==> src/rtl/csr_regfile.sv <==
// Machine-mode CSR storage: combinational read port, merged-data write port,
// 64-bit cycle/instret counters and trap/mret side effects on mstatus/mepc/mcause/mtval.
module csr_regfile #(
    parameter int                DATA_WIDTH     = 32,
    parameter int                CSR_ADDR_WIDTH = 12,
    parameter logic [31:0]       MTVEC_RESET    = 32'h0000_0000,
    parameter logic [31:0]       MISA_VALUE     = 32'h4000_0100
) (
    input  logic                      clk,
    input  logic                      rst_n,
    input  logic [CSR_ADDR_WIDTH-1:0] csr_addr_i,
    input  logic                      csr_we_i,
    input  logic [DATA_WIDTH-1:0]     csr_wdata_i,
    output logic [DATA_WIDTH-1:0]     csr_rdata_o,
    output logic                      csr_illegal_o,
    input  logic                      instret_i,
    input  logic                      trap_valid_i,
    input  logic [DATA_WIDTH-1:0]     trap_pc_i,
    input  logic [DATA_WIDTH-1:0]     trap_cause_i,
    input  logic [DATA_WIDTH-1:0]     trap_val_i,
    input  logic                      mret_i,
    output logic [DATA_WIDTH-1:0]     mtvec_o,
    output logic [DATA_WIDTH-1:0]     mepc_o,
    output logic                      mie_global_o
);

    localparam logic [CSR_ADDR_WIDTH-1:0] ADDR_MSTATUS   = 'h300;
    localparam logic [CSR_ADDR_WIDTH-1:0] ADDR_MISA      = 'h301;
    localparam logic [CSR_ADDR_WIDTH-1:0] ADDR_MIE       = 'h304;
    localparam logic [CSR_ADDR_WIDTH-1:0] ADDR_MTVEC     = 'h305;
    localparam logic [CSR_ADDR_WIDTH-1:0] ADDR_MSCRATCH  = 'h340;
    localparam logic [CSR_ADDR_WIDTH-1:0] ADDR_MEPC      = 'h341;
    localparam logic [CSR_ADDR_WIDTH-1:0] ADDR_MCAUSE    = 'h342;
    localparam logic [CSR_ADDR_WIDTH-1:0] ADDR_MTVAL     = 'h343;
    localparam logic [CSR_ADDR_WIDTH-1:0] ADDR_MCYCLE    = 'hB00;
    localparam logic [CSR_ADDR_WIDTH-1:0] ADDR_MINSTRET  = 'hB02;
    localparam logic [CSR_ADDR_WIDTH-1:0] ADDR_MCYCLEH   = 'hB80;
    localparam logic [CSR_ADDR_WIDTH-1:0] ADDR_MINSTRETH = 'hB82;
    localparam logic [CSR_ADDR_WIDTH-1:0] ADDR_CYCLE     = 'hC00;
    localparam logic [CSR_ADDR_WIDTH-1:0] ADDR_INSTRET   = 'hC02;
    localparam logic [CSR_ADDR_WIDTH-1:0] ADDR_CYCLEH    = 'hC80;
    localparam logic [CSR_ADDR_WIDTH-1:0] ADDR_INSTRETH  = 'hC82;
    localparam logic [CSR_ADDR_WIDTH-1:0] ADDR_MHARTID   = 'hF14;

    logic                  mstatus_mie_reg;
    logic                  mstatus_mpie_reg;
    logic [DATA_WIDTH-1:0] mie_reg;
    logic [DATA_WIDTH-1:0] mtvec_reg;
    logic [DATA_WIDTH-1:0] mscratch_reg;
    logic [DATA_WIDTH-1:0] mepc_reg;
    logic [DATA_WIDTH-1:0] mcause_reg;
    logic [DATA_WIDTH-1:0] mtval_reg;
    logic [1:0][2*DATA_WIDTH-1:0] count;
    logic [DATA_WIDTH-1:0] rdata;
    logic                  addr_hit;
    logic                  wr_en;
    logic [1:0]            count_inc;

    // The 0xC00-0xFFF range is read-only, so writes there never reach state.
    assign wr_en     = csr_we_i && (csr_addr_i[11:10] != 2'b11);
    assign count_inc = {instret_i, 1'b1};

    genvar gi;
    generate
        for (gi = 0; gi < 2; gi++) begin : gen_counter
            localparam logic [CSR_ADDR_WIDTH-1:0] LO_ADDR = (gi == 0) ? ADDR_MCYCLE  : ADDR_MINSTRET;
            localparam logic [CSR_ADDR_WIDTH-1:0] HI_ADDR = (gi == 0) ? ADDR_MCYCLEH : ADDR_MINSTRETH;
            logic [2*DATA_WIDTH-1:0] count_reg;

            // A software write to either half suppresses the increment for the whole counter.
            always_ff @(posedge clk or negedge rst_n) begin
                if (!rst_n) begin
                    count_reg <= '0;
                end else if (wr_en && csr_addr_i == LO_ADDR) begin
                    count_reg[DATA_WIDTH-1:0] <= csr_wdata_i;
                end else if (wr_en && csr_addr_i == HI_ADDR) begin
                    count_reg[2*DATA_WIDTH-1:DATA_WIDTH] <= csr_wdata_i;
                end else if (count_inc[gi]) begin
                    count_reg <= count_reg + 1'b1;
                end
            end

            assign count[gi] = count_reg;
        end
    endgenerate

    always_ff @(posedge clk or negedge rst_n) begin
        if (!rst_n) begin
            mstatus_mie_reg  <= 1'b0;
            mstatus_mpie_reg <= 1'b0;
            mie_reg          <= '0;
            mtvec_reg        <= MTVEC_RESET;
            mscratch_reg     <= '0;
            mepc_reg         <= '0;
            mcause_reg       <= '0;
            mtval_reg        <= '0;
        end else begin
            if (trap_valid_i) begin
                mstatus_mpie_reg <= mstatus_mie_reg;
                mstatus_mie_reg  <= 1'b0;
            end else if (mret_i) begin
                mstatus_mie_reg  <= mstatus_mpie_reg;
                mstatus_mpie_reg <= 1'b1;
            end else if (wr_en && csr_addr_i == ADDR_MSTATUS) begin
                mstatus_mie_reg  <= csr_wdata_i[3];
                mstatus_mpie_reg <= csr_wdata_i[7];
            end

            if (trap_valid_i) begin
                mepc_reg   <= {trap_pc_i[DATA_WIDTH-1:2], 2'b00};
                mcause_reg <= trap_cause_i;
                mtval_reg  <= trap_val_i;
            end else if (wr_en) begin
                if (csr_addr_i == ADDR_MEPC)   mepc_reg   <= {csr_wdata_i[DATA_WIDTH-1:2], 2'b00};
                if (csr_addr_i == ADDR_MCAUSE) mcause_reg <= csr_wdata_i;
                if (csr_addr_i == ADDR_MTVAL)  mtval_reg  <= csr_wdata_i;
            end

            if (wr_en && csr_addr_i == ADDR_MIE)      mie_reg      <= csr_wdata_i;
            if (wr_en && csr_addr_i == ADDR_MTVEC)    mtvec_reg    <= csr_wdata_i;
            if (wr_en && csr_addr_i == ADDR_MSCRATCH) mscratch_reg <= csr_wdata_i;
        end
    end

    always_comb begin
        rdata    = '0;
        addr_hit = 1'b1;
        case (csr_addr_i)
            ADDR_MSTATUS:               rdata = {19'b0, 2'b11, 3'b0, mstatus_mpie_reg, 3'b0, mstatus_mie_reg, 3'b0};
            ADDR_MISA:                  rdata = MISA_VALUE;
            ADDR_MIE:                   rdata = mie_reg;
            ADDR_MTVEC:                 rdata = mtvec_reg;
            ADDR_MSCRATCH:              rdata = mscratch_reg;
            ADDR_MEPC:                  rdata = mepc_reg;
            ADDR_MCAUSE:                rdata = mcause_reg;
            ADDR_MTVAL:                 rdata = mtval_reg;
            ADDR_MCYCLE,   ADDR_CYCLE:    rdata = count[0][DATA_WIDTH-1:0];
            ADDR_MCYCLEH,  ADDR_CYCLEH:   rdata = count[0][2*DATA_WIDTH-1:DATA_WIDTH];
            ADDR_MINSTRET, ADDR_INSTRET:  rdata = count[1][DATA_WIDTH-1:0];
            ADDR_MINSTRETH, ADDR_INSTRETH: rdata = count[1][2*DATA_WIDTH-1:DATA_WIDTH];
            ADDR_MHARTID:               rdata = '0;
            default:                    addr_hit = 1'b0;
        endcase
    end

    assign csr_rdata_o   = rdata;
    assign csr_illegal_o = !addr_hit || (csr_we_i && csr_addr_i[11:10] == 2'b11);
    assign mtvec_o       = mtvec_reg;
    assign mepc_o        = mepc_reg;
    assign mie_global_o  = mstatus_mie_reg;

endmodule

==> config.mk <==
export PLATFORM = sky130hd
export DESIGN_NAME = csr_regfile
export DESIGN_NICKNAME = d
export VERILOG_FILES = /design/src/rtl/csr_regfile.sv
export SDC_FILE = /design/constraint.sdc
export NUM_CORES = 1
export LEC_CHECK = 0
export ABC_AREA = 1
export CELL_PAD_IN_SITES_DETAIL_PLACEMENT = 1
export CELL_PAD_IN_SITES_GLOBAL_PLACEMENT = 1
export CORE_AREA = 2 2 258 260
export CTS_CLUSTER_DIAMETER = 200
export CTS_CLUSTER_SIZE = 16
export DETAILED_ROUTE_END_ITERATION = 8
export DIE_AREA = 0 0 260 262
export GPL_ROUTABILITY_DRIVEN = 0
export PLACE_DENSITY = 0.65
export REMOVE_ABC_BUFFERS = 1
export SYNTH_ARGS = -nofsm -noshare
export SYNTH_HDL_FRONTEND = slang
export SYNTH_SLANG_ARGS = --single-unit
==> constraint.sdc <==
create_clock -name clk -period 1.95 [get_ports clk]
set_input_delay 0.4875 -clock clk [delete_from_list [all_inputs] [get_ports clk]]
set_output_delay 0.4875 -clock clk [all_outputs]
set_load 0.01 [all_outputs]
Yosys cells after proc, flatten, opt, wreduce, memory -nomap -nowiden --
Cells that the tools add are included.
Storage, ports and cells: bits in registers 322, output and inout bits 98, word-level logic and storage cells 89
Cells by class: add/sub/neg operators 2, equal/unequal tests 21, multiplexer cells 24, bitwise logic cells 1, reduce and logical (&&, ||, !) cells 29
Operators by type and width (number):
- two-way mux 32 bit | 15
- one-hot mux 32 bit (12 select lines) | 1
- adder 64 x 1 -> 64 bit, second input constant | 2
- equality test 12 bit, second input constant | 9
- equality test 12 x 10 -> 1 bit, second input constant | 8
- two-way mux 64 bit | 1
- OR reduction 17 bit | 1
- nonzero test 2 bit | 6
- logical AND 1 bit | 10
- AND reduction 2 bit | 5
- OR reduction 2 bit | 4
- two-way mux 1 bit | 7
- inequality test 2 bit, second input constant | 3
- nonzero test 3 bit | 1
- equality test 2 bit, second input constant | 1
- zero test 1 bit | 1
- logical OR 1 bit | 1
- NOT 1 bit | 1

Logic depth before layout (Yosys ltp) --
Gate-level depths: netlist (run 1).
depth in word-level cells 6, gate-level depth with buffers 12, depth with buffers taken out 12

Worst setup path after synthesis (run 1) --
Ideal clock, no wire load.
kind in2out, start point input csr_addr_i[5], end point output csr_rdata_o[10], data arrival time 1.595 ns, required time 1.462 ns, path slack -0.133 ns, cell stages on the path 9, buffers on the path 1, cell sequence nor2_4 nand3_2 nor2_4 nand2_1 inv_2 buf_2 nand2_1 and3_1 nand3_1
On the way: word-level cells in the longest chain between the ends 3, elaborated cells on any way between the ends 21, classes of those cells eq/ne (16); mux (1); reduce/logical (4)
RTL lines:
- start: declaration | line 11 | input logic [CSR_ADDR_WIDTH-1:0] csr_addr_i,
- equality test 12 bit | line 128 | case (csr_addr_i)
- OR reduction 2 bit | line 128
- one-hot mux 32 bit (12 select lines) (*) | line 128
- end: declaration | line 14 | output logic [DATA_WIDTH-1:0] csr_rdata_o,
Mark *: on every way between the ends. The rest lies on a longest branch, timed or not.

Worst setup path in the final report (run 1) --
start point input csr_addr_i[5], end point output csr_rdata_o[7]
The elaborated chain is that of the path after synthesis.

==> results.md, run 1 <==
- The register with the most flip-flops in the layout has 128 of them.
- The DRC violation count after routing is 0.
- sky130_fd_sc_hd__nand2_1 is the most common cell in the netlist.
- Setup repair after global routing could not meet its margin everywhere.
- Of the post-synthesis cell area, the dominant cell type holds 0.386.
- In this run the cell area of the synthesized design comes to just over 20,000 um2.
- Yosys printed 0 warnings.
- Relative to the synthesized area, the layout overhead comes to 44.6%.
- The via count of the first global-routing pass came to 26,397.
- The clock latency reported for the late side of the worst-skew pair is ~0.6 ns.
- Detailed placement ended at an HPWL of 83,100 um.
- The detailed router placed around 25,000 vias in this run.
- Of the total power, registers draw 0.471.
- The antenna diode count is 0.
- TritonCTS built the clock tree.
- The cell depth of the worst min-delay path is 3.
- Across the VDD grid, the largest voltage drop is roughly 0.00055 V.
- The async set or reset register ratio after synthesis is 1.00.
- For the pin with the worst max-slew slack, the measured transition is between 0.6 and 0.7 ns.
- The number of endpoints with negative hold slack in the final report was 0.
- The number of design-rule violations left by the first detailed-router iteration is 1,738.
- The first detailed-routing pass ran for 5 iterations.
- The highest achievable clock rate is 0.389 GHz.
- Synthesis inferred between 300 and 400 register bits.
- The count of boundary I/O pins is roughly 240.
- Setup violations remaining at the end of the flow were counted as 33.
- The overall fraction of global-route tracks in use is 0.321.
- The initial antenna violation count is 2.
- After global routing, the most crowded layer is met2.
- The number of cell instances on the worst register-to-register path is 11.
- Summed over all layers, the global routing overflow is 0.
- The largest net degree at the start of global routing is 62.
- The average instance in the mapped netlist occupies roughly 6.6 um2.
- The element type at the critical path start is a primary input.
- The checks that failed: setup timing.
- For this run, the share of the core covered by cells in the final layout is 0.460.
- Across all setup checks in the final design, the least slack found is -0.618 ns.
- The gate count after technology mapping is roughly 3,100.
- In the synthesized netlist the dominant register cell turns out to be sky130_fd_sc_hd__dfrtp_1.
- The analysis attributes to net switching a power of 5440 uW.
- Of the total power, the share spent switching nets is 0.336.
- The routed length per placed instance is 24.7 um.
- The number of vias per cell is 5.41.
- The total chip power is 16,200 uW.
- The first global-routing pass estimated 164,000 um of wire.
- The met1 capacity usage during global routing is 0.396.
- The share of the yosys chip area belonging to registers is 0.386.
- The flow ran to the end, but the final reports show violations.
- CTS saw 320 sinks.
- In the finished design, the share of the clock period the worst path needs comes to 1.32.
- The die outline height is between 200 and 300 um.
- In the final layout, the share of cells above drive strength 1 is 0.251.
- Prior to clock tree synthesis, the placed netlist has a worst setup slack of -1.60 ns.
- The type of the tightest min-delay check is primary input to flip-flop.
- Counting instances in the post-synthesis netlist gives the leading cell types as sky130_fd_sc_hd__nand2_1, sky130_fd_sc_hd__nor2_1, sky130_fd_sc_hd__dfrtp_1.
- The depth of the CTS H-tree is 1.
- The class of the most critical setup path is primary input to output pin.
- The clock arrives with 0.0415 ns of skew.
- During placement, the flow inserted port buffers numbering about 240.
- The buffer cell driving the clock tree root is sky130_fd_sc_hd__clkbuf_16.
- The clock transition at the registers of the reported paths is approximately 0.07 ns.
- The wire length reported by the detailed router is about 110,000 um.
- The count of cell types in the netlist is 42.
- The initialized floorplan defines 94 standard-cell rows.
- The remaining antenna violation count after routing is 0.
- For this run, global-route usage on met2 was measured as 0.561.
- At the worst endpoint, the required time is between 1 and 1.5 ns.
- The clock passes through at most 3 buffers.
- For met3 alone, demand over resource in global routing was 0.0408.
- The combined flip-flop and latch cell area is 8020 um2.
- The combinational share of power is 0.235.
- The arrival time at the worst endpoint is ~2.1 ns.
- The cell type with the largest total area after synthesis is sky130_fd_sc_hd__dfrtp_1.
- The die is 260 um wide.
- The CTS buffer count is 23.
- Once layout is done, the placed cells without fillers occupy 30,000 um2.
- In this run the cell area measured after placement is 27,400 um2.
- The final max-slew violation count is 0.
- The analysis attributes to cell leakage a power of between 0.01 and 0.015 uW.
- For the finished layout, the period the worst path requires is 2.57 ns.
- The initial core utilization is 0.318.
- In this run the worst path has a maximum fanout of 5.
- The share of total power dissipated in the clock network is 0.295.
- The fill cell instance count of the final layout is around 8,200.
- The die outline area is 68,100 um2.
- Counting flops with a built-in enable in the synthesized netlist gives 0.
- The final-layout worst hold slack is about 0.34 ns.
- Power spread over the standard cell area amounts to around 540 nW/um2.
- Cell internal power was estimated by the tool at between 10,000 and 15,000 uW.
- The tool flagged a number of max-cap violations equal to 0.
- The region available for standard cell placement spans 65,300 um2.
- The worst slew margin relative to its limit is 0.541.
- Ranked by total cell area, the synthesized netlist is headed by sky130_fd_sc_hd__dfrtp_1, sky130_fd_sc_hd__nand2_1, sky130_fd_sc_hd__nor2_1.
- Summing all multi-input logic gate instances after layout gives between 10,000 and 15,000 um2.
- The layout net count is 3,884.
- The worst setup path is captured at an output pin.
## power by group through the flow
stage	sequential, uW	clock, uW	combinational (uW)
6_report	7610	4770	3800
5_1_grt	7660	5010	4060
2_1_floorplan	7660	0	1250
3_5_place_dp	7710	0	3440
4_1_cts	7590	4830	3530
3_3_place_gp	7690	0	3320
## cell families after synthesis
| logic type | after synthesis | synth area share |
|---|---|---|
| flip-flops | 320 | 0.386 |
| other | 1 | 0.000181 |
| XOR/XNOR | 44 | 0.0186 |
| adder cells (fa/ha/maj) | 2 | 0.00121 |
| AO/OA/AOI/OAI | 439 | 0.134 |
| buffers and inverters | 371 | 0.0765 |
| AND/OR/NAND/NOR | 1957 | 0.383 |
## metrics by stage
step                      TNS, ns  std cells
final                      -17.97       4599
after global routing       -19.82       4599
after CTS                  -15.75       4581
after detailed placement  -225.05       4516
after global placement    -206.64       4516
after floorplan           -184.86       3006
## repair_timing
item                                   4_1_cts  5_1_grt
resized for setup                          480      237
setup buffers                               36       20
endpoints found under the hold margin       26        0
gates cloned                                 7        6
hold buffers                                 1        0
pin swaps                                   64       59
setup endpoints to repair                  216      138
## area by class of cell
class / count / area share
clock buffer: 23 / 0.0192
clock inverter: 1 / 0.000292
inverter: 242 / 0.0315
multi-input combinational: 2444 / 0.415
sequential: 320 / 0.267
tap: 864 / 0.0360
timing repair buffer: 705 / 0.230
## final timing paths
check / from / to / slack (ns)
worst max-delay path: csr_addr_i[5] / csr_rdata_o[7] / -0.62
worst min-delay path: trap_valid_i / mcause_reg[7] / 0.34
worst max register to register: gen_counter[1].count_reg[1] / gen_counter[1].count_reg[16] / 0.06
worst min register to register: mie_reg[6] / mie_reg[6] / 0.49
max in group asynchronous: rst_n / gen_counter[0].count_reg[9] / 0.82
min in group asynchronous: rst_n / mtvec_o[24] / 0.39
## critical path, cell delays in order
cell	delay [ns]
sky130_fd_sc_hd__buf_6	0.10
sky130_fd_sc_hd__nor2_4	0.17
sky130_fd_sc_hd__buf_6	0.14
sky130_fd_sc_hd__nand2_8	0.07
sky130_fd_sc_hd__nor2_4	0.16
sky130_fd_sc_hd__nand2_4	0.09
sky130_fd_sc_hd__inv_6	0.10
sky130_fd_sc_hd__buf_12	0.14
sky130_fd_sc_hd__buf_12	0.16
sky130_fd_sc_hd__nand2_4	0.06
sky130_fd_sc_hd__o21ai_2	0.08
sky130_fd_sc_hd__nor2_1	0.06
sky130_fd_sc_hd__nand3_1	0.10
sky130_fd_sc_hd__buf_2	0.15
## layout by cell type (no fill, tap or decap), drive strengths merged, types with 31 or more instances in the layout
cell,netlist,final
nand2,1270,1270
buf,82,507
nor2,446,446
dfrtp,320,320
inv,240,241
o21ai,239,239
nand3,184,184
clkdlybuf4s50,0,129
o211ai,116,116
dlygate4sd2,0,63
xor2,43,43
o22ai,36,36
a21oi,31,31
## per-layer routing
layer / share of wire / wire length, um / up-vias
met1: 0.40 / 45700 / 12591
met3: 0.060 / 6830 / 278
met2: 0.48 / 54900 / 850
li1: - / - / 11182
met5: 0.000071 / 8 / -
met4: 0.052 / 5950 / 2
Power figures use the tool's default switching activity.
==> run 2, diff against run 1 <==
ABC_CLOCK_PERIOD_IN_PS = 1950   (was default)
CORE_AREA = 4 4 260 262   (was 2 2 258 260)
DIE_AREA = 0 0 264 266   (was 0 0 260 262)
DONT_BUFFER_PORTS = 1   (was default)
PLACE_DENSITY = 0.58   (was 0.65)
==> results.md, run 2 (synthesis gave the netlist of run 1 again) <==
- Before CTS, the worst setup slack after placement is -0.726 ns.
- The non-filler instance count after layout is roughly 4,300.
- In the layout the commonest cells are sky130_fd_sc_hd__nand2_1, sky130_fd_sc_hd__nor2_1, sky130_fd_sc_hd__dfrtp_1.
- The CTS buffer count is 23.
- Subtracting the final worst setup slack from the clock period gives 2.37 ns.
- The die is around 260 um wide.
- The register with the most flip-flops in the layout has between 100 and 150 of them.
- The final max-slew violation count came to 0.
- The final layout contains between 3,000 and 4,000 nets.
- The number of placed instances, taps included, is between 4,000 and 5,000.
- The count of boundary I/O pins is about 240.
- The highest achievable clock rate is 0.422 GHz.
- The cell sitting at the root of the clock tree is a sky130_fd_sc_hd__clkbuf_16.
- The run finished, with violations left.
- The initial core utilization is 0.317.
- During placement, the flow inserted port buffers numbering 0.
- The clock transition at the registers of the reported paths is roughly 0.08 ns.
- The arrival time at the worst endpoint is approximately 1.9 ns.
- The floorplan step defined a die boundary enclosing 70,200 um2.
- The worst setup path is captured at an output pin.
- Summed over all layers, the global routing overflow is 0.
- The tightest min-delay check is of the primary input to asynchronous set/reset pin type.
- The power density over the cells is 560 nW/um2.
- The wire length reported by the detailed router is 111,000 um.
- The TritonCTS sink count is between 300 and 400.
- The placement row count is 94.
- The floorplan core area is roughly 65,000 um2.
- The required time at the endpoint of the critical path is 1.46 ns.
- Final hold analysis gives a worst-case slack of -0.393 ns.
- The die outline height is between 200 and 300 um.
- The initial antenna violation count was 2.
- The post-DP HPWL is slightly above 80,000 um.
- Across every metal layer, demand over resource in global routing totals 0.299.
- The top fanout value on the critical path is 5.
- Once routing completed, OpenROAD measured the worst setup slack at -0.418 ns.
- The worst setup skew after layout is roughly 0.035 ns.
- The routed length per placed instance is 26.0 um.
- The largest individual stage delay along the critical path comes from the cell sky130_fd_sc_hd__nor3_4.
- The critical path is of the primary input to output pin type.
- For this block, the initial DRC count from the detailed router was around 1,700.
- In this run the tightest slew margin relative to its limit is 0.247.
- The combinational share of power is 0.167.
- The maximum clock insertion buffer count is 3.
- The largest single stage delay on the critical path is between 0.15 and 0.2 ns.
- For this run, design rule violations remaining after detail routing come to 0.
- The fraction of final layout cells sized beyond drive strength 1 is 0.219.
- For the pin with the worst max-slew slack, the measured transition is approximately 1.1 ns.
- The iteration count of the initial detailed-routing pass is 5.
- The number of endpoints with negative hold slack in the final report was 320.
- The number of vias per cell is 5.44.
- Setup violations remaining at the end of the flow were counted as 33.
- The cell class contributing the biggest share of worst-path delay is simple AND/OR/NAND/NOR gates.
- Leaving out fill and tap cells, the most frequent cell in the layout is sky130_fd_sc_hd__nand2_1.
- The remaining antenna violation count after routing is 0.
- The depth of the CTS H-tree is 1.
- The overall via count from detail_route is about 23,000.
- Of the total power, the share spent switching nets is 0.327.
- Compared with the post-synthesis result, the final layout area differs by 30.3%.
- The share of total power dissipated in sequential elements is 0.514.
- The via count of the first global-routing pass came to about 24,000.
- VDD sags by at most around 0.0006 V.
- Setup repair after global routing could not meet its margin everywhere.
- The CTS tree is yes.
- The critical path goes through nor2_4 > nand3_4 > buf_6 > nor3_4 > buf_8 > buf_12 > buf_6 > nand2_4 > nand2_2 > a21oi_2 > nand3_2.
- The critical path contains buffers and inverters numbering 4 combined.
- Entering global routing, the biggest net connects 321 pins.
- The final reports fail on hold timing, setup timing.
- The cell type with the highest occurrence count on the critical path is sky130_fd_sc_hd__buf_6.
- The worst setup path is launched from a primary input.
- The internal power of the cells totals slightly above 10,000 uW.
- The proportion of power drawn by the clock network is 0.319.
- Max-cap violations in this run came to 0.
- The analysis attributes to cell leakage a power of approximately 0.013 uW.
- The total net switching power is between 4000 and 5000 uW.
- For the worst-skew pair, the clock arrives at the later sink with an insertion delay of roughly 0.6 ns.
- Dividing the final minimum period by the clock period gives 1.21.
- The first global-routing pass estimated between 150,000 and 200,000 um of wire.
-- run 2: routing by layer --
layer  wire [um]  global-route usage  vias up
met5           0                   0        -
met4        5560               0.114        0
met3        6320              0.0397      211
met2       53500               0.523      718
met1       45600               0.378    11714
li1            -                   -    10544
-- run 2: area by class of cell --
class	instances	area, um2
diodes	1	2.50
clock buffers	23	576
clock inverters	1	8.76
fillers	8236	38400
inverters	242	967
multi-input cells	2445	12300
flip-flops and latches	320	8030
well taps	864	1080
repair buffers	369	4040
-- run 2: worst paths after layout --
kind / from / to / slack [ns] / depth (start not counted)
worst max register to register: gen_counter[0].count_reg[0] / gen_counter[0].count_reg[36] / 0.03 / 13
max in group asynchronous: rst_n / gen_counter[0].count_reg[15] / 1.41 / 0
min in group clk: csr_wdata_i[30] / gen_counter[1].count_reg[30] / 0.03 / 2
worst max-delay path: csr_addr_i[5] / csr_rdata_o[26] / -0.42 / 11
worst min-delay path: rst_n / mepc_o[31] / -0.39 / 0
worst min register to register: mscratch_reg[10] / mscratch_reg[10] / 0.50 / 2
-- run 2: power groups by stage --
stage | clock, uW | combinational [uW] | sequential (uW)
final | 4820 | 2530 | 7770
after global placement | 0 | 2190 | 7850
after detailed placement | 0 | 2270 | 7860
after floorplan | 0 | 1250 | 7660
after global routing | 5140 | 2760 | 7820
after CTS | 4960 | 2330 | 7750
-- run 2: timing repair --
action	4_1_cts	5_1_grt
endpoints found under the hold margin	320	320
setup endpoints to repair	57	104
cloned	8	5
pin swaps	33	45
setup buffers	24	29
gates resized for setup	199	200
-- run 2: worst register-to-register path: stages, from the launching register on --
cell and delay [ns]:
sky130_fd_sc_hd__dfrtp_1 0.39, sky130_fd_sc_hd__buf_6 0.13, sky130_fd_sc_hd__ha_4 0.15, sky130_fd_sc_hd__nand2_4 0.06
sky130_fd_sc_hd__nor2_4 0.17, sky130_fd_sc_hd__nand2_4 0.10, sky130_fd_sc_hd__nor2_4 0.18, sky130_fd_sc_hd__buf_12 0.14
sky130_fd_sc_hd__buf_6 0.10, sky130_fd_sc_hd__nand3_2 0.06, sky130_fd_sc_hd__nand2_1 0.06, sky130_fd_sc_hd__nand2_1 0.06
sky130_fd_sc_hd__o21bai_1 0.14, sky130_fd_sc_hd__nand2_1 0.07
-- run 2: stage by stage --
step	power, uW	hold slack, ns	setup TNS [ns]	cell area [um2]	util
after CTS	15000	-0.426	-10.96	25900	0.397
after detailed placement	10100	0.211	-42.01	24200	0.370
after global routing	15700	-0.420	-14.24	27000	0.413
after global placement	10000	0.213	-33.64	24200	0.370
final	15100	-0.393	-12.18	27000	0.413
after floorplan	8910	0.192	-184.86	20100	-
==> run 3, diff against run 2 <==
ABC_CLOCK_PERIOD_IN_PS = 2280   (was 1950)
CORE_AREA = 4 4 220 222   (was 4 4 260 262)
DIE_AREA = 0 0 224 226   (was 0 0 264 266)
PLACE_DENSITY = 0.75   (was 0.58)
clock period = 2.28 ns   (was 1.95 ns; I/O delays follow)
==> results.md, run 3 (synthesis gave the netlist of run 1 again) <==
- No sink is reached through more buffers than the 3 on the longest clock path.
- In the global route stage, overall resource usage came out at 0.374.
- Overall power consumption after layout is estimated at between 10,000 and 15,000 uW.
- The combinational share of power is 0.143.
- For the pin with the worst max-slew slack, the measured transition is 0.615 ns.
- Wires add up to 102,000 um.
- The switching fraction of total power is 0.317.
- The placement row count is 79.
- The type of the tightest min-delay check is primary input to asynchronous set/reset pin.
- The initial antenna violation count is 4.
- The element type at the critical path start is a primary input.
- For this configuration, the core starts out at a cell density of 0.448.
- The count of boundary I/O pins is approximately 240.
- The internal portion of total power is ~8500 uW.
- The die outline area is approximately 51,000 um2.
- The minimum clock period is 2.59 ns.
- The routed length per placed instance is 26.6 um.
- The width of the die is 224 um.
- Of the total power, registers draw 0.537.
- The critical path is of the primary input to output pin type.
- The fraction of final layout cells sized beyond drive strength 1 is 0.166.
- Entering global routing, the biggest net connects 321 pins.
- The clock transition at the registers of the reported paths is ~0.070 ns.
- For this design, the sink count on the clock tree is 320.
- The run finished, with violations left.
- The leading cell type in the layout, fill and taps excluded is sky130_fd_sc_hd__nand2_1.
- After the first detailed-routing iteration, the DRC count stood at about 2,200.
- The checks that failed: hold timing, setup timing.
- Detailed routing inserted a total of approximately 23,000 vias.
- The number of flip-flops under the largest register name is around 130.
- The final setup violation count is 33.
- Before antenna repair, the detailed router went through 6 iterations.
- In the routed design, unresolved DRC markers number 0.
- The global-route wire length before repair is 145,000 um.
- For this design the static power due to leakage is around 0.012 uW.
- The utilization after layout is 0.542.
- The arrival time at the worst endpoint is between 2 and 2.5 ns.
- IR analysis of the VDD net gives a maximum drop of about 0.00062 V.
- In the routed layout, each cell is associated on average with a via count of a little over 6.
- The layout net count is ~3,400.
- The number of I/O port buffers is 0.
- The period utilization is 1.13.
- Between clock sinks in the finished design, the worst skew comes to 0.0187 ns.
- The CTS tree is yes.
- The CTS buffer count is 23.
- The power density over the cells is between 400 and 500 nW/um2.
- The buffer cell driving the clock tree root is sky130_fd_sc_hd__clkbuf_16.
- Setup repair after global routing could not meet its margin everywhere.
- The number of endpoints with negative hold slack in the final report came to between 300 and 400.
- The floorplan core area is between 40,000 and 50,000 um2.
- In this run the power spent charging and discharging nets is roughly 4000 uW.
- The worst path setup slack after routing is -0.306 ns.
- The final-layout worst hold slack is -0.303 ns.
- After legalization and detailed placement, the total HPWL measured slightly above 70,000 um.
- In the layout the commonest cells are sky130_fd_sc_hd__nand2_1, sky130_fd_sc_hd__nor2_1, sky130_fd_sc_hd__dfrtp_1.
- The clock latency reported for the late side of the worst-skew pair is between 0.5 and 0.6 ns.
- The type of destination of the critical path is an output pin.
- The final max-slew violation count is 0.
- Based on the critical path, the design can be clocked at up to 0.387 GHz.
- The detail route stage leaves a number of antenna-violating nets equal to 0.
- For the worst setup path, the data required time is roughly 1.7 ns.
- Of the total power, the clock network draws 0.320.
- The max-cap check violation count is 0.
- The worst slew margin relative to its limit is 0.589.
- The overall overflow remaining after global route is 0.
- Relative to the synthesized area, the layout overhead comes to 21.0%.
- Along the worst path, the maximum fanout reaches 4.
- Measured along the y axis, the die boundary spans approximately 230 um.
- The number of cells on the worst reg-to-reg path is 11.
- The via count of the first global-routing pass came to 23,583.
- The depth of the CTS H-tree is 1.
run 3: cell types whose count changed in the layout (fill, tap and decap cells not counted), sizes merged:
cell      change
buf         -171
clkbuf        +2
inv           +1
diode         +1
clkinvlp      -2
nor2          -1
bufbuf        -1
run 3: final cells by class:
type,instances,area (um2)
inverters,242,991
diodes,2,5.00
flip-flops and latches,320,8010
fillers,5889,21300
well taps,607,759
multi-input cells,2444,12300
repair buffers,199,2460
clock buffers,23,576
run 3: worst paths after layout:
path | slack (ns) | start | to
max | -0.31 | csr_addr_i[9] | csr_illegal_o
min | -0.30 | rst_n | mepc_o[3]
max reg2reg | 0.06 | gen_counter[1].count_reg[0] | gen_counter[1].count_reg[47]
min reg2reg | 0.50 | mscratch_reg[29] | mscratch_reg[29]
max in group asynchronous | 2.11 | rst_n | gen_counter[1].count_reg[56]
min in group clk | 0.12 | csr_wdata_i[28] | gen_counter[1].count_reg[28]
run 3: critical path, cell delays in order:
cell,delay (ns)
sky130_fd_sc_hd__nand2_4,0.07
sky130_fd_sc_hd__inv_2,0.06
sky130_fd_sc_hd__nand3_4,0.09
sky130_fd_sc_hd__buf_6,0.14
sky130_fd_sc_hd__nor2_4,0.04
sky130_fd_sc_hd__buf_4,0.13
sky130_fd_sc_hd__buf_4,0.14
sky130_fd_sc_hd__nand2_1,0.10
sky130_fd_sc_hd__nand3_1,0.09
sky130_fd_sc_hd__nor2_1,0.17
sky130_fd_sc_hd__nand2_2,0.10
sky130_fd_sc_hd__o21ai_2,0.16
sky130_fd_sc_hd__buf_4,0.14
run 3: through the flow:
step	cell area (um2)	TNS [ns]	cells	worst slack (ns)
2_1_floorplan	20100	-108.29	3006	-1.26
3_3_place_gp	22600	-6.70	3774	-0.465
3_5_place_dp	22600	-8.96	3774	-0.481
4_1_cts	24300	-4.74	3827	-0.197
5_1_grt	25100	-8.56	3836	-0.358
6_report	25100	-7.85	3837	-0.306
run 3: what timing repair did:
action,CTS,global route
buffers inserted,23,15
gates resized for setup,183,171
endpoints found under the hold margin,320,320
cloned,7,7
pin swaps,38,63
endpoints found under the setup margin,33,42
run 3: per-layer routing:
layer,GRT usage,routed length [um],part of all wire,up-vias
met5,0,15,0.00015,-
met3,0.0638,7930,0.078,381
li1,-,-,-,10183
met4,0.184,6990,0.069,2
met2,0.624,47900,0.47,1132
met1,0.471,39200,0.38,11629
run 3: power by group through the flow:
stage | Sequential, uW | Clock (uW) | Combinational, uW
2_1_floorplan | 6560 | 0 | 1070
3_3_place_gp | 6730 | 0 | 1510
3_5_place_dp | 6750 | 0 | 1600
4_1_cts | 6650 | 4020 | 1650
5_1_grt | 6740 | 4210 | 1930
6_report | 6690 | 3980 | 1770
